### src/rtl/multicycle_ctrl_if.sv
// Control bus between the multicycle controller and its datapath.
//
// Signals
//   opcode, funct, zero      : datapath -> controller (instruction fields, ALU zero flag)
//   pc_en .. alu_src_a       : single-bit datapath controls
//   alu_src_b, pc_src        : 2-bit mux selects
//   alu_ctrl                 : ALU operation code (ALU_CTRL_W bits)
//   state_out                : current controller state, for observation
//   illegal_op               : one-cycle flag for an unsupported opcode/funct
// Modports
//   master : the controller
//   slave  : the datapath
interface multicycle_ctrl_if #(
    parameter int ALU_CTRL_W = 3
);
    logic [5:0]            opcode;
    logic [5:0]            funct;
    logic                  zero;
    logic                  pc_en;
    logic                  ir_write;
    logic                  reg_write;
    logic                  mem_write;
    logic                  iord;
    logic                  reg_dst;
    logic                  mem_to_reg;
    logic                  alu_src_a;
    logic [1:0]            alu_src_b;
    logic [1:0]            pc_src;
    logic [ALU_CTRL_W-1:0] alu_ctrl;
    logic [3:0]            state_out;
    logic                  illegal_op;

    modport master (
        input  opcode, funct, zero,
        output pc_en, ir_write, reg_write, mem_write, iord, reg_dst,
               mem_to_reg, alu_src_a, alu_src_b, pc_src, alu_ctrl,
               state_out, illegal_op
    );

    modport slave (
        output opcode, funct, zero,
        input  pc_en, ir_write, reg_write, mem_write, iord, reg_dst,
               mem_to_reg, alu_src_a, alu_src_b, pc_src, alu_ctrl,
               state_out, illegal_op
    );
endinterface

### src/rtl/multicycle_ctrl.sv
// Multicycle MIPS-style main controller (Moore FSM).
//
// Ports
//   clk : rising-edge clock
//   rst : synchronous active-high reset; while high, the write/load strobes
//         and illegal_op are held low and the remaining controls show FETCH
//   bus : multicycle_ctrl_if.master (opcode/funct/zero in, controls out)
//
// Supported instructions: lw, sw, R-type (add/sub/and/or/slt), beq, addi.
// Optional: define MULTICYCLE_JUMP_EN to add the j instruction (JUMP state).
// Without it, opcode 000010 is flagged illegal and state code 11 is unused.
module multicycle_ctrl #(
    parameter int ALU_CTRL_W = 3
) (
    input  logic               clk,
    input  logic               rst,
    multicycle_ctrl_if.master  bus
);
    typedef enum logic [3:0] {
        S_FETCH  = 4'd0,
        S_DECODE = 4'd1,
        S_MEMADR = 4'd2,
        S_MEMRD  = 4'd3,
        S_MEMWB  = 4'd4,
        S_MEMWR  = 4'd5,
        S_EXEC   = 4'd6,
        S_ALUWB  = 4'd7,
        S_BRANCH = 4'd8,
        S_ADDIEX = 4'd9,
`ifdef MULTICYCLE_JUMP_EN
        S_ADDIWB = 4'd10,
        S_JUMP   = 4'd11
`else
        S_ADDIWB = 4'd10
`endif
    } state_t;

    localparam logic [5:0] OP_RTYPE = 6'b000000;
    localparam logic [5:0] OP_LW    = 6'b100011;
    localparam logic [5:0] OP_SW    = 6'b101011;
    localparam logic [5:0] OP_BEQ   = 6'b000100;
    localparam logic [5:0] OP_ADDI  = 6'b001000;
    localparam logic [5:0] OP_J     = 6'b000010;

    localparam logic [ALU_CTRL_W-1:0] ALU_ADD = ALU_CTRL_W'(3'b010);
    localparam logic [ALU_CTRL_W-1:0] ALU_SUB = ALU_CTRL_W'(3'b110);
    localparam logic [ALU_CTRL_W-1:0] ALU_AND = ALU_CTRL_W'(3'b000);
    localparam logic [ALU_CTRL_W-1:0] ALU_OR  = ALU_CTRL_W'(3'b001);
    localparam logic [ALU_CTRL_W-1:0] ALU_SLT = ALU_CTRL_W'(3'b111);

    state_t state_reg;
    state_t state_next;
    state_t dec_state;   // state used for output decode (FETCH while in reset)

    logic pc_write;
    logic branch;
    logic illegal;

    always_ff @(posedge clk) begin
        if (rst) begin
            state_reg <= S_FETCH;
        end else begin
            state_reg <= state_next;
        end
    end

    always_comb begin
        // Next-state logic
        state_next = S_FETCH;
        case (state_reg)
            S_FETCH:  state_next = S_DECODE;
            S_DECODE: begin
                case (bus.opcode)
                    OP_LW, OP_SW: state_next = S_MEMADR;
                    OP_RTYPE:     state_next = S_EXEC;
                    OP_BEQ:       state_next = S_BRANCH;
                    OP_ADDI:      state_next = S_ADDIEX;
`ifdef MULTICYCLE_JUMP_EN
                    OP_J:         state_next = S_JUMP;
`endif
                    default:      state_next = S_FETCH;
                endcase
            end
            // opcode is sampled live here; anything that is no longer a
            // load/store abandons the access rather than guessing.
            S_MEMADR: begin
                if (bus.opcode == OP_LW) begin
                    state_next = S_MEMRD;
                end else if (bus.opcode == OP_SW) begin
                    state_next = S_MEMWR;
                end else begin
                    state_next = S_FETCH;
                end
            end
            S_MEMRD:  state_next = S_MEMWB;
            S_EXEC:   state_next = S_ALUWB;
            S_ADDIEX: state_next = S_ADDIWB;
            default:  state_next = S_FETCH;   // write-back states and codes 11..15
        endcase

        // Output decode
        dec_state       = rst ? S_FETCH : state_reg;
        pc_write        = 1'b0;
        branch          = 1'b0;
        illegal         = 1'b0;
        bus.ir_write    = 1'b0;
        bus.reg_write   = 1'b0;
        bus.mem_write   = 1'b0;
        bus.iord        = 1'b0;
        bus.reg_dst     = 1'b0;
        bus.mem_to_reg  = 1'b0;
        bus.alu_src_a   = 1'b0;
        bus.alu_src_b   = 2'b00;
        bus.pc_src      = 2'b00;
        bus.alu_ctrl    = ALU_ADD;
        case (dec_state)
            S_FETCH: begin
                bus.ir_write  = 1'b1;
                pc_write      = 1'b1;
                bus.alu_src_b = 2'b01;
            end
            S_DECODE: begin
                bus.alu_src_b = 2'b11;
                case (bus.opcode)
                    OP_LW, OP_SW, OP_RTYPE, OP_BEQ, OP_ADDI: illegal = 1'b0;
`ifdef MULTICYCLE_JUMP_EN
                    OP_J:    illegal = 1'b0;
`endif
                    default: illegal = 1'b1;
                endcase
            end
            S_MEMADR, S_ADDIEX: begin
                bus.alu_src_a = 1'b1;
                bus.alu_src_b = 2'b10;
            end
            S_MEMRD: bus.iord = 1'b1;
            S_MEMWR: begin
                bus.iord      = 1'b1;
                bus.mem_write = 1'b1;
            end
            S_MEMWB: begin
                bus.reg_write  = 1'b1;
                bus.mem_to_reg = 1'b1;
            end
            S_EXEC: begin
                bus.alu_src_a = 1'b1;
                case (bus.funct)
                    6'b100000: bus.alu_ctrl = ALU_ADD;
                    6'b100010: bus.alu_ctrl = ALU_SUB;
                    6'b100100: bus.alu_ctrl = ALU_AND;
                    6'b100101: bus.alu_ctrl = ALU_OR;
                    6'b101010: bus.alu_ctrl = ALU_SLT;
                    default:   illegal      = 1'b1;
                endcase
            end
            S_ALUWB: begin
                bus.reg_write = 1'b1;
                bus.reg_dst   = 1'b1;
            end
            S_ADDIWB: bus.reg_write = 1'b1;
            S_BRANCH: begin
                bus.alu_src_a = 1'b1;
                bus.alu_ctrl  = ALU_SUB;
                branch        = 1'b1;
                bus.pc_src    = 2'b01;
            end
`ifdef MULTICYCLE_JUMP_EN
            S_JUMP: begin
                pc_write   = 1'b1;
                bus.pc_src = 2'b10;
            end
`endif
            default: ;
        endcase

        bus.pc_en      = pc_write | (branch & bus.zero);
        bus.illegal_op = illegal;

        // Reset suppresses every strobe that could change architectural state.
        if (rst) begin
            bus.pc_en      = 1'b0;
            bus.ir_write   = 1'b0;
            bus.reg_write  = 1'b0;
            bus.mem_write  = 1'b0;
            bus.illegal_op = 1'b0;
        end
    end

    assign bus.state_out = state_reg;

endmodule

### src/flat_wrapper.sv
// flat-port wrapper written by rule: the top's interface ports become plain ports
module multicycle_ctrl_flat 
#(
    parameter int ALU_CTRL_W = 3
)
  (clk, rst, bus_opcode, bus_funct, bus_zero, bus_pc_en, bus_ir_write, bus_reg_write, bus_mem_write, bus_iord, bus_reg_dst, bus_mem_to_reg, bus_alu_src_a, bus_alu_src_b, bus_pc_src, bus_alu_ctrl, bus_state_out, bus_illegal_op);
  multicycle_ctrl_if #(.ALU_CTRL_W(ALU_CTRL_W)) bus_i ();
  input  logic clk;
  input  logic rst;
  input wire logic [$bits(bus_i.opcode)-1:0] bus_opcode;
  input wire logic [$bits(bus_i.funct)-1:0] bus_funct;
  input wire logic [$bits(bus_i.zero)-1:0] bus_zero;
  output wire logic [$bits(bus_i.pc_en)-1:0] bus_pc_en;
  output wire logic [$bits(bus_i.ir_write)-1:0] bus_ir_write;
  output wire logic [$bits(bus_i.reg_write)-1:0] bus_reg_write;
  output wire logic [$bits(bus_i.mem_write)-1:0] bus_mem_write;
  output wire logic [$bits(bus_i.iord)-1:0] bus_iord;
  output wire logic [$bits(bus_i.reg_dst)-1:0] bus_reg_dst;
  output wire logic [$bits(bus_i.mem_to_reg)-1:0] bus_mem_to_reg;
  output wire logic [$bits(bus_i.alu_src_a)-1:0] bus_alu_src_a;
  output wire logic [$bits(bus_i.alu_src_b)-1:0] bus_alu_src_b;
  output wire logic [$bits(bus_i.pc_src)-1:0] bus_pc_src;
  output wire logic [$bits(bus_i.alu_ctrl)-1:0] bus_alu_ctrl;
  output wire logic [$bits(bus_i.state_out)-1:0] bus_state_out;
  output wire logic [$bits(bus_i.illegal_op)-1:0] bus_illegal_op;
  assign bus_i.opcode = bus_opcode;
  assign bus_i.funct = bus_funct;
  assign bus_i.zero = bus_zero;
  assign bus_pc_en = bus_i.pc_en;
  assign bus_ir_write = bus_i.ir_write;
  assign bus_reg_write = bus_i.reg_write;
  assign bus_mem_write = bus_i.mem_write;
  assign bus_iord = bus_i.iord;
  assign bus_reg_dst = bus_i.reg_dst;
  assign bus_mem_to_reg = bus_i.mem_to_reg;
  assign bus_alu_src_a = bus_i.alu_src_a;
  assign bus_alu_src_b = bus_i.alu_src_b;
  assign bus_pc_src = bus_i.pc_src;
  assign bus_alu_ctrl = bus_i.alu_ctrl;
  assign bus_state_out = bus_i.state_out;
  assign bus_illegal_op = bus_i.illegal_op;
  multicycle_ctrl #(.ALU_CTRL_W(ALU_CTRL_W)) u_core (.clk(clk), .rst(rst), .bus(bus_i));
endmodule
### config.mk
export PLATFORM = sky130hd
export DESIGN_NAME = multicycle_ctrl_flat
export DESIGN_NICKNAME = d
export VERILOG_FILES = /design/src/rtl/multicycle_ctrl_if.sv /design/src/rtl/multicycle_ctrl.sv /design/src/flat_wrapper.sv
export SDC_FILE = /design/constraint.sdc
export NUM_CORES = 1
export LEC_CHECK = 0
export ABC_AREA = 0
export CAP_MARGIN = 20
export CORE_MARGIN = 5
export CORE_UTILIZATION = 45
export CTS_BUF_LIST = sky130_fd_sc_hd__clkbuf_16
export CTS_CLUSTER_DIAMETER = 120
export DETAILED_ROUTE_END_ITERATION = 12
export DONT_BUFFER_PORTS = 1
export GPL_TIMING_DRIVEN = 1
export PLACE_DENSITY = 0.58
export SLEW_MARGIN = 20
export SYNTH_ARGS = -nofsm -noshare
export SYNTH_HDL_FRONTEND = slang
export SYNTH_SLANG_ARGS = --single-unit
### constraint.sdc
create_clock -name clk -period 2.05 [get_ports clk]
set_input_delay 0.5125 -clock clk [delete_from_list [all_inputs] [get_ports clk]]
set_output_delay 0.5125 -clock clk [all_outputs]
set_load 0.02 [all_outputs]
==> summary.md, run 1 <==
The run finished with clean final reports. The ratio of cells with drive above 1 in the final layout works out to 0.3125. The worst register-to-register path begins at u_core.bus.state_out[3].

Library cell occupying the most area in the post-synthesis netlist: dfxtp_1. The tools report the reported max-cap violation count as 0. The min-delay analysis places its worst path in the category input pin to flip-flop. For this run, the detailed router's first-pass iteration total came to 4. The launch point of the critical path is bus_opcode[5]. For the number of cell rows, the log shows 13. Input and output buffers added on the ports amount to 0. For this block, the routed nets add up to 1.476 mm of wire. After detailed routing, the number of remaining DRC violations is 0. The net count after synthesis is 98, and the pre-CTS worst setup slack is 0.03071 ns. Among all stages on the critical path, the largest delay is contributed by or3_4. The internal portion of the total power is 358.1 uW.

Counting every sink on the clock net gives 4. The category of the worst setup path launch point is an input pin. The post-route clock period utilization was 0.9533.

Yosys attributes the largest share of cell area to dfxtp_1, nand2b_1, nor2_1. The area share of the leading cell type in the synthesized netlist was 0.1368; the die footprint was 2122 um2. Entering global routing, the biggest net connects 11 pins. After detailed routing, the average wire length per cell comes to 13.30 um.

By instance count, the leading cell after synthesis is nor2_1. Number of failing setup endpoints in the final timing report: 0. For the final database, setup skew stands at 0.0006392 ns. For this run the aggregate overflow at the end of global routing stands at 0. Final critical path time including I/O delays and setup: 1.954 ns. The logs give 0 for the final count of hold timing violations and 34 for the count of cell types in the netlist.

For the sequential cell area fraction in the yosys report, the log shows 0.1368. The highest fanout seen on the critical path is 3, and the total number of vias is 641. Yosys mapped a number of flops with a built-in enable equal to 0. After clock tree synthesis, the clock-pin slew on the worst setup and hold paths is 0.03 ns. The run gives 0.1499 as the global router's overall resource usage. Post-CTS timing repair inserted 0 buffers for setup. The critical path is of the input pin to output pin type. The run gives 0 as the final max-slew violation count. The run gives 1269 um2 as the area of the core region. STA puts the critical path data arrival time at 1.44 ns. Once layout is done, the placed cells without fillers occupy 759.5 um2.

Counting flops and latches in the post-synthesis netlist gives 4. The layout has 121 filler cells. The synthesis-to-finish area growth is 29.70%. The tools report the library cell used as clock root buffer as clkbuf_16. The logs give 0.188 for the share of total power in sequential cells and 585.6 um2 for the combined area of all synthesized cells.

Across the VDD grid, the largest voltage drop is 484.0 uV. After synthesis, the mean cell area works out to 7.055 um2. The final net count is 113, and the half-perimeter wire length after placement is 1.190 mm. The largest incremental delay on the critical path works out to 0.38 ns.

Across all setup checks in the final design, the least slack found is 0.09563 ns. The worst hold path begins at bus_opcode[3]. The combinational share of power came out at 0.145. The worst-skew pair later-pin latency is 0.22 ns. The required time of the critical path came out at 1.54 ns. Clock tree synthesis inserted a total of 3 buffers.

The most frequently used flop master after synthesis is dfxtp_1. The tools report the initial antenna violation count as 0. The number of cells in the finished layout apart from fillers was 111; the number of warnings reported in the yosys synthesis log was 0.

The async set-reset flop share out of synthesis is 0, and the fmax is 511.7 MHz. For the remaining antenna violation count after routing, the log shows 0. Setup repair after global routing left no endpoint under its margin.

The run gives 2 as the deepest clock path buffer count. Traced cell by cell, the critical path runs through or3_4, nor3_2, nor2_1, a32o_2. Dividing total power by cell area gives a power density of 592.4 nW/um2. In this run the power spent charging and discharging nets is 91.77 uW. The switching share of power works out to 0.2040. For the level count of the clock H-tree, the log shows 1. The kind of capture point of the worst setup path was an output pin. The flip-flop count of the largest register, all copies and words added is 4, and the per-cell via count in the routed design is 5.775. The diode insertion count for antenna repair was 0; the placed cell count was 108. The logs give 83 for the number of instances in the synthesized netlist and 0.8446 for the final estimated routing congestion in global placement.

The logs give 0.667 for the clock network fraction of design power and 588 for the number of global-route vias before repair. For this block, the initial DRC count from the detailed router was 15. The first global-routing pass estimated 2.366 mm of wire. TritonCTS built the clock tree. Setup total negative slack on the finished layout was measured at 0 ns.

The run gives 0.2894 nW as the leakage power total. The initial core utilization was 0.4615; the I/O pin count was 35. Counting instances in the post-synthesis netlist gives the leading cell types as nor2_1, nand2b_1, nor3_1. The overall die width was 46.07 um; the placed standard-cell area was 664.4 um2.

In this run the vertical extent of the chip is 46.07 um.
-- timing repair --
item,in CTS,in global routing
hold buffers,0,0
resized for setup,0,6
setup endpoints to repair,0,3
-- final timing paths --
| check | slack, ns | endpoint | depth (start not counted) |
|---|---|---|---|
| max | 0.1 | bus_illegal_op | 4 |
| min | 0.44 | u_core.bus.state_out[0] | 2 |
| max reg2reg | 0.73 | u_core.bus.state_out[0] | 5 |
| min reg2reg | 0.61 | u_core.bus.state_out[3] | 2 |
-- per-layer routing --
layer | global-route usage | share of wire
met5 | 0 | 0
met4 | 0.06818 | 0.0061
met3 | 0.03906 | 0.093
met2 | 0.2555 | 0.49
met1 | 0.1721 | 0.41
-- per-stage QoR --
step	power (mW)	hold slack (ns)	util
2_1_floorplan	0.1429	0.6530	-
3_3_place_gp	0.1495	0.6186	0.5237
3_5_place_dp	0.1495	0.5996	0.5237
4_1_cts	0.4526	0.4409	0.5828
5_1_grt	0.4636	0.4670	0.5986
6_report	0.4499	0.4437	0.5986
-- cell usage in the layout, fill, tap and decap left out, types with 2 or more instances in the layout --
master and instances:
a32oi_1 2, dfxtp_1 3, nor3_1 4, o211ai_1 2, nor2b_1 2, nand2_1 5
nor2_1 12, nand3_1 3, nor3_2 3, clkbuf_16 3, a21oi_1 6, a211oi_1 2
or2_2 2, o21bai_1 2, nand2b_1 9, buf_4 17
-- layout make-up --
cell class                      instances  area (um2)  area share
Timing Repair Buffer                   17       127.6      0.1680
Clock buffer                            3       75.07     0.09885
Multi-Input combinational cell         71       452.9      0.5964
Sequential cell                         4       81.33      0.1071
Tap cell                               15       18.77     0.02471
Inverter                                1       3.754    0.004942
-- critical path: cells and delay by family --
family,cells,cell delay (ns)
and+or+nand+nor,3,0.61
AOI/OAI and AO/OA,1,0.32
-- power groups by stage --
stage	Sequential, mW	Combinational, mW	Clock [mW]
final	0.0846	0.0654	0.300
after global routing	0.0851	0.0722	0.306
after CTS	0.0841	0.0646	0.304
after detailed placement	0.0851	0.0644	0
after global placement	0.0852	0.0644	0
after floorplan	0.0859	0.0570	0
-- logic make-up (layout without fill, tap and decap cells) --
| family | Yosys count | in the layout | share of synthesized area |
|---|---|---|---|
| AOI/OAI and AO/OA | 19 | 19 | 0.2265 |
| and+or+nand+nor | 49 | 49 | 0.4765 |
| muxes | 1 | 1 | 0.01709 |
| xor gates and xnor gates | 1 | 1 | 0.01496 |
| buffers and inverters | 8 | 21 | 0.1218 |
| DFF | 4 | 4 | 0.1368 |
| other | 1 | 1 | 0.006404 |
Power figures use the tool's default switching activity.
==> inputs of run 2 (changes only) <==
--- a/config.mk
+++ b/config.mk
@@ -15,7 +15,7 @@
 export DONT_BUFFER_PORTS = 1
 export GPL_TIMING_DRIVEN = 1
 export PLACE_DENSITY = 0.58
-export SLEW_MARGIN = 20
+export SLEW_MARGIN = 40
 export SYNTH_ARGS = -nofsm -noshare
 export SYNTH_HDL_FRONTEND = slang
 export SYNTH_SLANG_ARGS = --single-unit
==> results of run 2 <==
Same layout as run 1: the final DEF is identical, and so are final timing and power.
==> inputs of run 3 (changes only) <==
--- a/config.mk
+++ b/config.mk
@@ -7,7 +7,7 @@
 export LEC_CHECK = 0
 export ABC_AREA = 0
 export CAP_MARGIN = 20
-export CORE_MARGIN = 5
+export CORE_MARGIN = 2
 export CORE_UTILIZATION = 45
 export CTS_BUF_LIST = sky130_fd_sc_hd__clkbuf_16
 export CTS_CLUSTER_DIAMETER = 120
==> constraint.sdc (replaced) <==
create_clock -name clk -period 1.86 [get_ports clk]
set_input_delay 0.465 -clock clk [delete_from_list [all_inputs] [get_ports clk]]
set_output_delay 0.465 -clock clk [all_outputs]
set_load 0.05 [all_outputs]
==> run 3 against run 2 <==
Compared with the run above: the run now fails in global routing; synthesized cell count unchanged; synthesized area is the same.
==> summary.md, run 3 <==
The tools report the worst-path endpoint after global-route repair_timing as bus_illegal_op. The number of enable-type register cells in the synthesized netlist was 0 (unchanged); the sink count of the clock tree was 4 (unchanged). The flow did not finish. The overall die width is 40.07 um (-13%), and the number of cell rows is 12 (-1). The number of storage elements in the synthesis netlist is 4 (unchanged), and the combined area of all synthesized cells is 585.6 um2 (unchanged).

The initial core utilization came out at 0.5065 (+0.04496). Yosys attributes the largest share of cell area to dfxtp_1, nand2b_1, nor2_1. The count of hold-fix buffers inserted at cts was 0 (unchanged); the net count after synthesis was 98 (unchanged). The async set-reset flop share out of synthesis was 0 (unchanged); the half-perimeter wire length after placement was 1.324 mm (+11%).

The number of instances in the synthesized netlist is 83 (unchanged). The maximum number of pins on one net before global-route repair came out at 13. The number of warnings reported in the yosys synthesis log came out at 0 (unchanged). The area share of the leading cell type in the synthesized netlist was 0.1368 (unchanged); the sequential cell area fraction in the yosys report was 0.1368 (unchanged).

The commonest cells after synthesis are nor2_1, nand2b_1, nor3_1. The average instance area after synthesis is 7.055 um2 (unchanged), and the initial antenna violation count is 0. Number of buffers created by CTS: 3 (unchanged). The run gives 927.1 um2 (+40%) as the placed standard-cell area. The count of buffers inserted at the top-level ports was 0 (unchanged); the count of cell types in the netlist was 34 (unchanged).

Die outline height: 40.07 um (-13%). In the synthesized netlist the dominant register cell turns out to be dfxtp_1. The final estimated routing congestion in global placement was 0.8741 (+3.5%).

Pin type at the end of the worst path: an output port. I/O pin count: 35 (unchanged). The largest total area in the synthesized netlist belongs to dfxtp_1. The deepest clock path buffer count was 2 (unchanged).

The most frequent cell after synthesis is nor2_1. The tool reported: "[ERROR DPL-0033] detailed placement checks failed during check placement". The library cell used as clock root buffer was clkbuf_16. For the level count of the clock H-tree, the log shows 1 (unchanged).

Progress stopped at global routing.
## run 3: cell counts after synthesis
Identical to the previous run, type by type.
## run 3: cells by family after synthesis
kind of cell / count (synthesis) / synth area share
compound gates: 19 / 0.2265
simple gates: 49 / 0.4765
other cells: 1 / 0.006404
buf+inv: 8 / 0.1218
xor+xnor: 1 / 0.01496
mux: 1 / 0.01709
flops: 4 / 0.1368
## run 3: metrics by stage
stage / hold slack [ns] / worst slack, ns / cells
floorplan: 0.5979 / -0.04940 / 83
global placement: 0.5840 / -0.03477 / 112
detailed placement: 0.5991 / -0.05606 / 112
CTS: 0.3988 / -0.05217 / 117
## run 3: repair_timing
action | in CTS
resized for setup | 4
setup endpoints to repair | 6
buffers inserted | 2
endpoints found under the hold margin | 0
pin swaps | 2
==> inputs of run 4 (changes only) <==
--- a/config.mk
+++ b/config.mk
@@ -7,14 +7,12 @@
 export LEC_CHECK = 0
 export ABC_AREA = 0
 export CAP_MARGIN = 20
-export CORE_MARGIN = 2
-export CORE_UTILIZATION = 45
-export CTS_BUF_LIST = sky130_fd_sc_hd__clkbuf_16
-export CTS_CLUSTER_DIAMETER = 120
+export CORE_AREA = 2 2 63 65
 export DETAILED_ROUTE_END_ITERATION = 12
+export DIE_AREA = 0 0 65 67
 export DONT_BUFFER_PORTS = 1
 export GPL_TIMING_DRIVEN = 1
-export PLACE_DENSITY = 0.58
+export PLACE_DENSITY_LB_ADDON = 0.15
 export SLEW_MARGIN = 40
 export SYNTH_ARGS = -nofsm -noshare
 export SYNTH_HDL_FRONTEND = slang
==> run 4 against run 3 <==
Compared with the run above: the flow now finishes, with violations (negative setup slack).
==> summary.md, run 4 (synthesized netlist as in run 1, its figures left out) <==
The tree is rooted in a clkbuf_8. The worst-skew pair later-pin latency is 0.22 ns, and the detailed-route DRC error count is 0. The initial core utilization is 0.1624 (-0.3441), and the initial antenna violation count is 0. By startpoint and endpoint, the worst setup path is classified as input pin to output pin. Dividing the detail-routed wire length by the instance count gives 12.79 um. The placed standard-cell area was 1005 um2 (+8.4%). The worst setup path is captured at an output pin. The number of buffers created by CTS was 3 (unchanged); the buffering stage count on the worst path with inverters included was 1.

The signal on the critical path passes through or3_4, nor3_2, nor2_1, a32o_2, buf_12. After global routing the overflow that remains totals 0. Number of inserted filler cells in the final layout: 386. Clock-pin slew was measured on the worst setup and hold paths at 0.03 ns. The die outline height was 67 um (+67%); the synthesis-to-finish area growth was 89.10%. The gate family responsible for the most delay along the worst path is simple AND/OR/NAND/NOR gates.

The post-route clock period utilization was 1.060. The completed layout was analyzed and its total power is 408.0 uW. For the sink count of the clock tree, the log shows 4 (unchanged). The number of cells on the worst reg-to-reg path is 5, and the final estimated routing congestion in global placement is 0.7180 (-18%). On the final layout, the worst hold slack is 0.3891 ns.

The highest fanout seen on the critical path was 3. Setup violations remaining at the end of the flow were counted as 3. The critical path data arrival time was 1.51 ns; the final net count was 124.

The I/O pin count is 35 (unchanged). The first detailed-routing pass took 4 iterations. The tools report the end of the worst hold path as u_core.bus.state_out[0]. The final critical path time including I/O delays and setup is 1.972 ns. The critical path's slowest cell was or3_4. The largest incremental delay on the critical path was 0.38 ns. The first global-routing pass estimated 3.187 mm of wire. The die covers 4355 um2. The overall die width came out at 65 um (+62%). The worst hold path begins at bus_opcode[3]. The depth of the worst hold-timing path was 2; the number of global-route vias before repair was 706. Using the TritonRoute via totals, the vias-per-cell ratio works out to 4.458. Leaving out fill and tap cells, the most frequent cell in the layout is buf_4. The ratio of cells with drive above 1 in the final layout came out at 0.5421. Reported max-cap violation count: 0. Final max-slew violation count: 0. The worst min-delay path category was input pin to flip-flop. The tools report the leakage power total as 0.3728 nW. The deepest clock path buffer count came out at 2 (unchanged).

The area of the core region is 3606 um2, and the total number of vias is 691. The logs give 22 (+10) for the number of cell rows and 1 (unchanged) for the level count of the clock H-tree. The flow ran to the end, but the final reports show violations.

The tools report the worst reg2reg path endpoint as u_core.bus.state_out[2]. Dividing total power by cell area gives a power density of 368.5 nW/um2. The register with the most flip-flops in the layout has 4 of them. The global router's overall resource usage is 0.09751. STA classifies the critical path startpoint as an input pin. The run gives 0 as the final count of hold timing violations. The total negative slack came out at -0.1282 ns. The tools report the worst setup skew after layout as 0.006718 ns.

The run gives 17 as the number of DRC markers in iteration 0. The count of buffers inserted at the top-level ports is 0 (unchanged). The checks that failed: negative setup slack. The fmax is 507.0 MHz.

The required time of the critical path came out at 1.39 ns. The worst-case IR drop observed on VDD is 137.7 uV. TritonCTS built the clock tree. The remaining antenna violation count after routing was 0; the maximum number of pins on one net before global-route repair was 15. Setup slack on the worst reg-to-reg path comes out at 0.57 ns. The diode insertion count for antenna repair came out at 0. The top cell types in the final layout, fill and taps aside, are buf_4, buf_12, nor2_1.

Setup repair after global routing could not meet its margin everywhere. The wire length reported by the detailed router is 1.983 mm. Summing all non-filler instances in the final layout gives an area of 1107 um2. The launch point of the worst reg-to-reg path is u_core.bus.state_out[1].

For the half-perimeter wire length after placement, the log shows 1.545 mm (+17%). The post-route worst setup slack was -0.1124 ns.
[run 4: layout make-up]
type | count | area (um2) | area share
Clock buffer | 3 | 41.29 | 0.03729
Inverter | 1 | 3.754 | 0.003390
Multi-Input combinational cell | 71 | 564.3 | 0.5096
Sequential cell | 4 | 95.09 | 0.08588
Tap cell | 48 | 60.06 | 0.05424
Timing Repair Buffer | 28 | 342.8 | 0.3096
[run 4: report_power, final]
part           switching, mW  leakage (nW)  internal [mW]  total, mW
clock                 0.0513        0.0216          0.138      0.190
sequential           0.00865        0.0355         0.0849     0.0935
combinational         0.0727         0.316         0.0520      0.125
[run 4: worst max-delay path by stage]
stage,startpoint,endpoint,slack (ns),cells after the start
after floorplan,bus_opcode[5],bus_illegal_op,-0.05,4
after CTS,bus_opcode[5],bus_illegal_op,-0.12,5
final,bus_opcode[5],bus_illegal_op,-0.11,5
after global routing,bus_opcode[5],bus_illegal_op,-0.17,5
after detailed placement,bus_opcode[5],bus_illegal_op,-0.12,5
after global placement,bus_opcode[5],bus_illegal_op,-0.12,5
[run 4: metal layers]
layer / GRT usage / vias to the layer above / part of all wire
met5: 0 / - / 0
li1: - / 346 / -
met2: 0.1508 / 26 / 0.46
met4: 0.06383 / 0 / 0.014
met3: 0.02027 / 2 / 0.079
met1: 0.1217 / 317 / 0.44
[run 4: repair_timing]
action	CTS	global route
hold buffers	0	0
setup buffers	3	0
resized for setup	7	4
setup endpoints to repair	7	9
pin swaps	4	3
[run 4: stage by stage]
stage | instances | util | setup WS (ns)
6_report | 155 | 0.3071 | -0.1124
5_1_grt | 155 | 0.3071 | -0.1688
4_1_cts | 155 | 0.3029 | -0.1239
3_5_place_dp | 149 | 0.2786 | -0.1244
3_3_place_gp | 149 | 0.2786 | -0.1198
2_1_floorplan | 83 | - | -0.04940
